<file path="src/rtl/trdb_encap_buffer.sv">
// Trace packet buffer between the emitter and the encapsulator: FWFT FIFO plus a
// ready FSM with watermark hysteresis. Define TRDB_DROP_CNT_EN to add drop_cnt_o.
module trdb_encap_buffer #(
    parameter int PKT_W  = 64,
    parameter int DEPTH  = 8,
    parameter int LOW_WM = 4
) (
    input  logic                     clk_i,
    input  logic                     rst_ni,
    input  logic                     flush_i,
    input  logic                     pkt_valid_i,
    input  logic [PKT_W-1:0]         pkt_data_i,
    output logic                     encapsulator_ready_o,
    output logic                     out_valid_o,
    output logic [PKT_W-1:0]         out_data_o,
    input  logic                     out_ready_i,
    output logic [$clog2(DEPTH):0]   level_o,
`ifdef TRDB_DROP_CNT_EN
    output logic [15:0]              drop_cnt_o,
`endif
    output logic                     overflow_o
);

    localparam int AW = $clog2(DEPTH);
    localparam int LW = AW + 1;

    typedef enum logic [1:0] {INIT, READY, STALL} state_e;

    logic [PKT_W-1:0] mem [DEPTH];
    logic [AW-1:0]    wr_ptr, rd_ptr;
    logic [LW-1:0]    level_q, level_nxt;
    logic             full, wr_en, rd_en, rejected;
    state_e           state_q;

    assign full        = (level_q == LW'(DEPTH));
    assign out_valid_o = (level_q != '0);
    assign out_data_o  = mem[rd_ptr];
    assign level_o     = level_q;

    // Flush wins over everything: no write, no pop, and no drop is recorded.
    assign wr_en    = pkt_valid_i && !full && !flush_i;
    assign rd_en    = out_valid_o && out_ready_i && !flush_i;
    assign rejected = pkt_valid_i && full && !flush_i;

    always_comb begin
        level_nxt = level_q + LW'(wr_en) - LW'(rd_en);
        if (flush_i) level_nxt = '0;
    end

    // Storage carries no reset; stale entries are never visible while level is 0.
    always_ff @(posedge clk_i) begin
        if (wr_en) mem[wr_ptr] <= pkt_data_i;
    end

    always_ff @(posedge clk_i or negedge rst_ni) begin
        if (!rst_ni) begin
            wr_ptr     <= '0;
            rd_ptr     <= '0;
            level_q    <= '0;
            overflow_o <= 1'b0;
        end else begin
            overflow_o <= rejected;
            level_q    <= level_nxt;
            if (flush_i) begin
                wr_ptr <= '0;
                rd_ptr <= '0;
            end else begin
                if (wr_en) wr_ptr <= wr_ptr + AW'(1);
                if (rd_en) rd_ptr <= rd_ptr + AW'(1);
            end
        end
    end

    // Ready FSM decides on the post-update level so the encoder sees the edge
    // in the cycle right after the level crosses a threshold.
    always_ff @(posedge clk_i or negedge rst_ni) begin
        if (!rst_ni) begin
            state_q              <= INIT;
            encapsulator_ready_o <= 1'b0;
        end else begin
            case (state_q)
                INIT: begin
                    state_q              <= READY;
                    encapsulator_ready_o <= 1'b1;
                end
                READY: begin
                    if (level_nxt == LW'(DEPTH)) begin
                        state_q              <= STALL;
                        encapsulator_ready_o <= 1'b0;
                    end
                end
                STALL: begin
                    if (level_nxt <= LW'(LOW_WM)) begin
                        state_q              <= READY;
                        encapsulator_ready_o <= 1'b1;
                    end
                end
                default: begin
                    state_q              <= INIT;
                    encapsulator_ready_o <= 1'b0;
                end
            endcase
        end
    end

`ifdef TRDB_DROP_CNT_EN
    // Saturating drop counter; survives flush, cleared only by reset.
    always_ff @(posedge clk_i or negedge rst_ni) begin
        if (!rst_ni) drop_cnt_o <= '0;
        else if (rejected && drop_cnt_o != 16'hFFFF) drop_cnt_o <= drop_cnt_o + 16'd1;
    end
`endif

endmodule
</file>
<file path="config.mk">
export PLATFORM = sky130hd
export DESIGN_NAME = trdb_encap_buffer
export DESIGN_NICKNAME = d
export VERILOG_FILES = /design/src/rtl/trdb_encap_buffer.sv
export SDC_FILE = /design/constraint.sdc
export NUM_CORES = 1
export LEC_CHECK = 0
export ABC_CLOCK_PERIOD_IN_PS = 7000
export CAP_MARGIN = 30
export CORE_MARGIN = 3
export CORE_UTILIZATION = 30
export CTS_CLUSTER_SIZE = 25
export DETAILED_ROUTE_END_ITERATION = 12
export GPL_ROUTABILITY_DRIVEN = 0
export GPL_TIMING_DRIVEN = 0
export PLACE_DENSITY = 0.44
export SLEW_MARGIN = 5
export SYNTH_ARGS = -nofsm -noshare
export SYNTH_HDL_FRONTEND = slang
export SYNTH_SLANG_ARGS = --single-unit
export TNS_END_PERCENT = 50
</file>
<file path="constraint.sdc">
create_clock -name clk_i -period 7 [get_ports clk_i]
set_clock_uncertainty 0.15 [all_clocks]
set_input_delay 1.4 -clock clk_i [delete_from_list [all_inputs] [get_ports clk_i]]
set_output_delay 1.4 -clock clk_i [all_outputs]
set_load 0.01 [all_outputs]
</file>
==> flow_summary.json <==
{
  "status": "complete, no violations",
  "ir_drop_uv": 174,
  "fin_area_mm2": 0.0250,
  "crit_end": "out_data_o[1]",
  "synth_ff_type": "edfxtp_1",
  "drtIter0Drc": 547,
  "rows": 94,
  "max_cap_violations": 0,
  "regArea_mm2": 0.0157,
  "p_sw_share_pct": 25.0,
  "first_global_vias": 10075,
  "syn_area_mm2": 0.0201,
  "final_util_pct": 37.8,
  "power_density_mw_per_mm2": 338,
  "cts_tree": "done",
  "layout_worst_path_cycle_share_pct": 68.7,
  "cts_resized": 0,
  "clkTransAtPathRegs_ns": 0.06,
  "worst_slew_pin_slew_ns": 0.948,
  "place_ws_ns": 1.99,
  "p_sw_uw": 2120,
  "grt_setup_unrepaired": "false",
  "ys_top_cells_by_area": "edfxtp_1 77%, mux4_2 14%, mux2_2 3.6%",
  "critPathRequiredTime_ns": 5.45,
  "globalRouteOverflowTotal": 0,
  "initial_core_util_pct": 30.4,
  "fin_crit_ns": 4.81,
  "min_path_type": "reg -> reg",
  "combPwrFrac_pct": 23.2,
  "ys_ff_latch": 526,
  "syn-instance-count": 831,
  "max_freq_mhz": 208,
  "grt_max_degree": 23,
  "layout_common_cells": "512 x edfxtp_1, 139 x clkdlybuf4s50_1, 128 x mux4_2, 64 x mux2_2, 57 x clkbuf_16",
  "cts_max_level": 2,
  "mostFrequentLayoutCell": "edfxtp_1",
  "io_pins": 140,
  "synth_top_area_share_pct": 76.6,
  "multi_input_area_mm2": 0.00413,
  "clk_path_buf_depth": 3,
  "layout_setup_ws_ns": 2.19,
  "worstPathArrival_ns": 3.26,
  "fillerInstances": 5925,
  "die_y_um": 265,
  "avgSynthCellArea_um2": 24.1,
  "clock-root-buffer": "clkbuf_16",
  "hpwl_mm": 28.5,
  "slew_headroom_pct": 36.8,
  "drt-total-wl_mm": 45.4,
  "grt_usage_pct": 13.1,
  "p_leak_uw": 0.00773,
  "ff2ff_setup_slack_ns": 3.13,
  "syn2layout_area_growth_pct": 24.5,
  "clkPwrFrac_pct": 34.0,
  "yosysSeqAreaShare_pct": 78.4,
  "power.internal_uw": 6340,
  "cp-start-kind": "flip-flop",
  "synth_nets": 909,
  "hold_violations": 0,
  "synth_edf_count": 512,
  "vias": 9080,
  "r2r_start": "level_o[2]",
  "place.port_buffers": 139,
  "die-area_mm2": 0.0700,
  "endpoint_kind": "primary output",
  "cts_buffers": 56,
  "postCtsSetupRepairBufs": 0,
  "hold_buffers": 0,
  "nets": 1145,
  "r2r_cells": 13,
  "grt_pass1_wl_mm": 67.7,
  "path_max_fanout": 10,
  "insertion_delay_ns": 0.60,
  "wl_per_cell_um": 22.9,
  "ant_nets": 0,
  "dr.pass1.iters": 4,
  "pwr-share-seq_pct": 42.8,
  "synthArstFlopShare_pct": 2.66,
  "core_mm2": 0.0660,
  "synth_cell_types": 37,
  "critPathLaunch": "rd_ptr[1]",
  "yosys_warnings": 0,
  "avgViaCountPerCell": 4.59,
  "antenna_found_initial": 4,
  "drive_gt1_share_pct": 30.3,
  "whs_path_depth": 1,
  "finalSetupViolCount": 0,
  "maxSlewViolCount": 0,
  "timing.rr.end": "state_q[0]",
  "dieWidth_um": 265,
  "yosysTopAreaCell": "edfxtp_1",
  "cts.sinks": 526,
  "place_area_mm2": 0.0232,
  "drc_errors": 0,
  "crit_type": "reg -> out"
}
[final cells by class]
class                           count  share of cell area (%)
Clock inverter                     32                    1.18
Multi-Input combinational cell    261                    16.5
Buffer                             37                   0.932
Inverter                            7                   0.105
Tap cell                          864                    4.33
Sequential cell                   526                    63.0
Timing Repair Buffer              178                    7.96
Antenna cell                        2                  0.0200
Clock buffer                       73                    5.95
[kinds of logic after synthesis]
group / count (synthesis) / synth area share (%)
compound gates: 12 / 0.399
xor+xnor: 6 / 0.262
fa+ha+maj: 9 / 0.599
buf+inv: 44 / 1.29
flops: 526 / 78.4
mux: 192 / 18.0
simple gates: 42 / 1.10
[how the worst min path moves through the flow]
stage,from,end,slack [ns]
global placement,state_q[0],state_q[1],0.34
floorplan,state_q[0],state_q[1],0.32
detailed placement,encapsulator_ready_o,encapsulator_ready_o,0.36
finish,state_q[0],state_q[1],0.36
CTS,state_q[0],state_q[1],0.36
global route,state_q[0],state_q[1],0.38
[registers in the layout, summed over array words and instances, names as in the netlist]
signal	count
mem	512
level_o	4
rd_ptr	3
wr_ptr	3
state_q	2
encapsulator_ready_o	1
overflow_o	1
[power by group through the flow]
stage	registers (uW)	logic (uW)	clock network (uW)
after detailed placement	3680	2030	0
after global routing	3620	2130	3100
final	3610	1960	2880
after CTS	3620	2040	2970
after global placement	3710	1980	0
after floorplan	3690	1200	0
[per-layer routing]
layer	routed length [um]	global-route usage, %
met4	772	2.98
met5	23	0
met1	20800	18.3
met2	21800	21.2
met3	2030	2.87
[synth_stat cells, types with 2 or more instances]
library cell  count
mux2_2           64
buf_4             2
nor2b_1           3
buf_2             3
dfrtp_1          14
nand3_1           6
o21ai_0           2
inv_1             7
clkbuf_1         11
or3b_2            2
buf_1            10
nand2_1           5
nor3_1            2
xor2_1            5
edfxtp_1        512
o21a_1            2
buf_6            11
mux4_2          128
nor2_1           14
ha_1              8
nand2b_1          2
a21oi_1           3
[per-stage QoR]
stage                     hold slack (ns)  TNS [ns]  cells  power, uW
after global placement              0.337  -1607.79   1834       5690
after CTS                           0.360         0   1977       8620
after detailed placement            0.356         0   1872       5710
final                               0.357         0   1980       8450
after floorplan                     0.324         0    831       4890
after global routing                0.377         0   1978       8860
[critical path, stage by stage (launching register included)]
cell	delay (ns)
dfrtp_1	0.41
buf_2	0.34
buf_1	0.61
mux4_2	0.42
mux2_2	0.28
clkdlybuf4s50_1	0.60
Note: power is estimated with default switching activity, not from simulation.
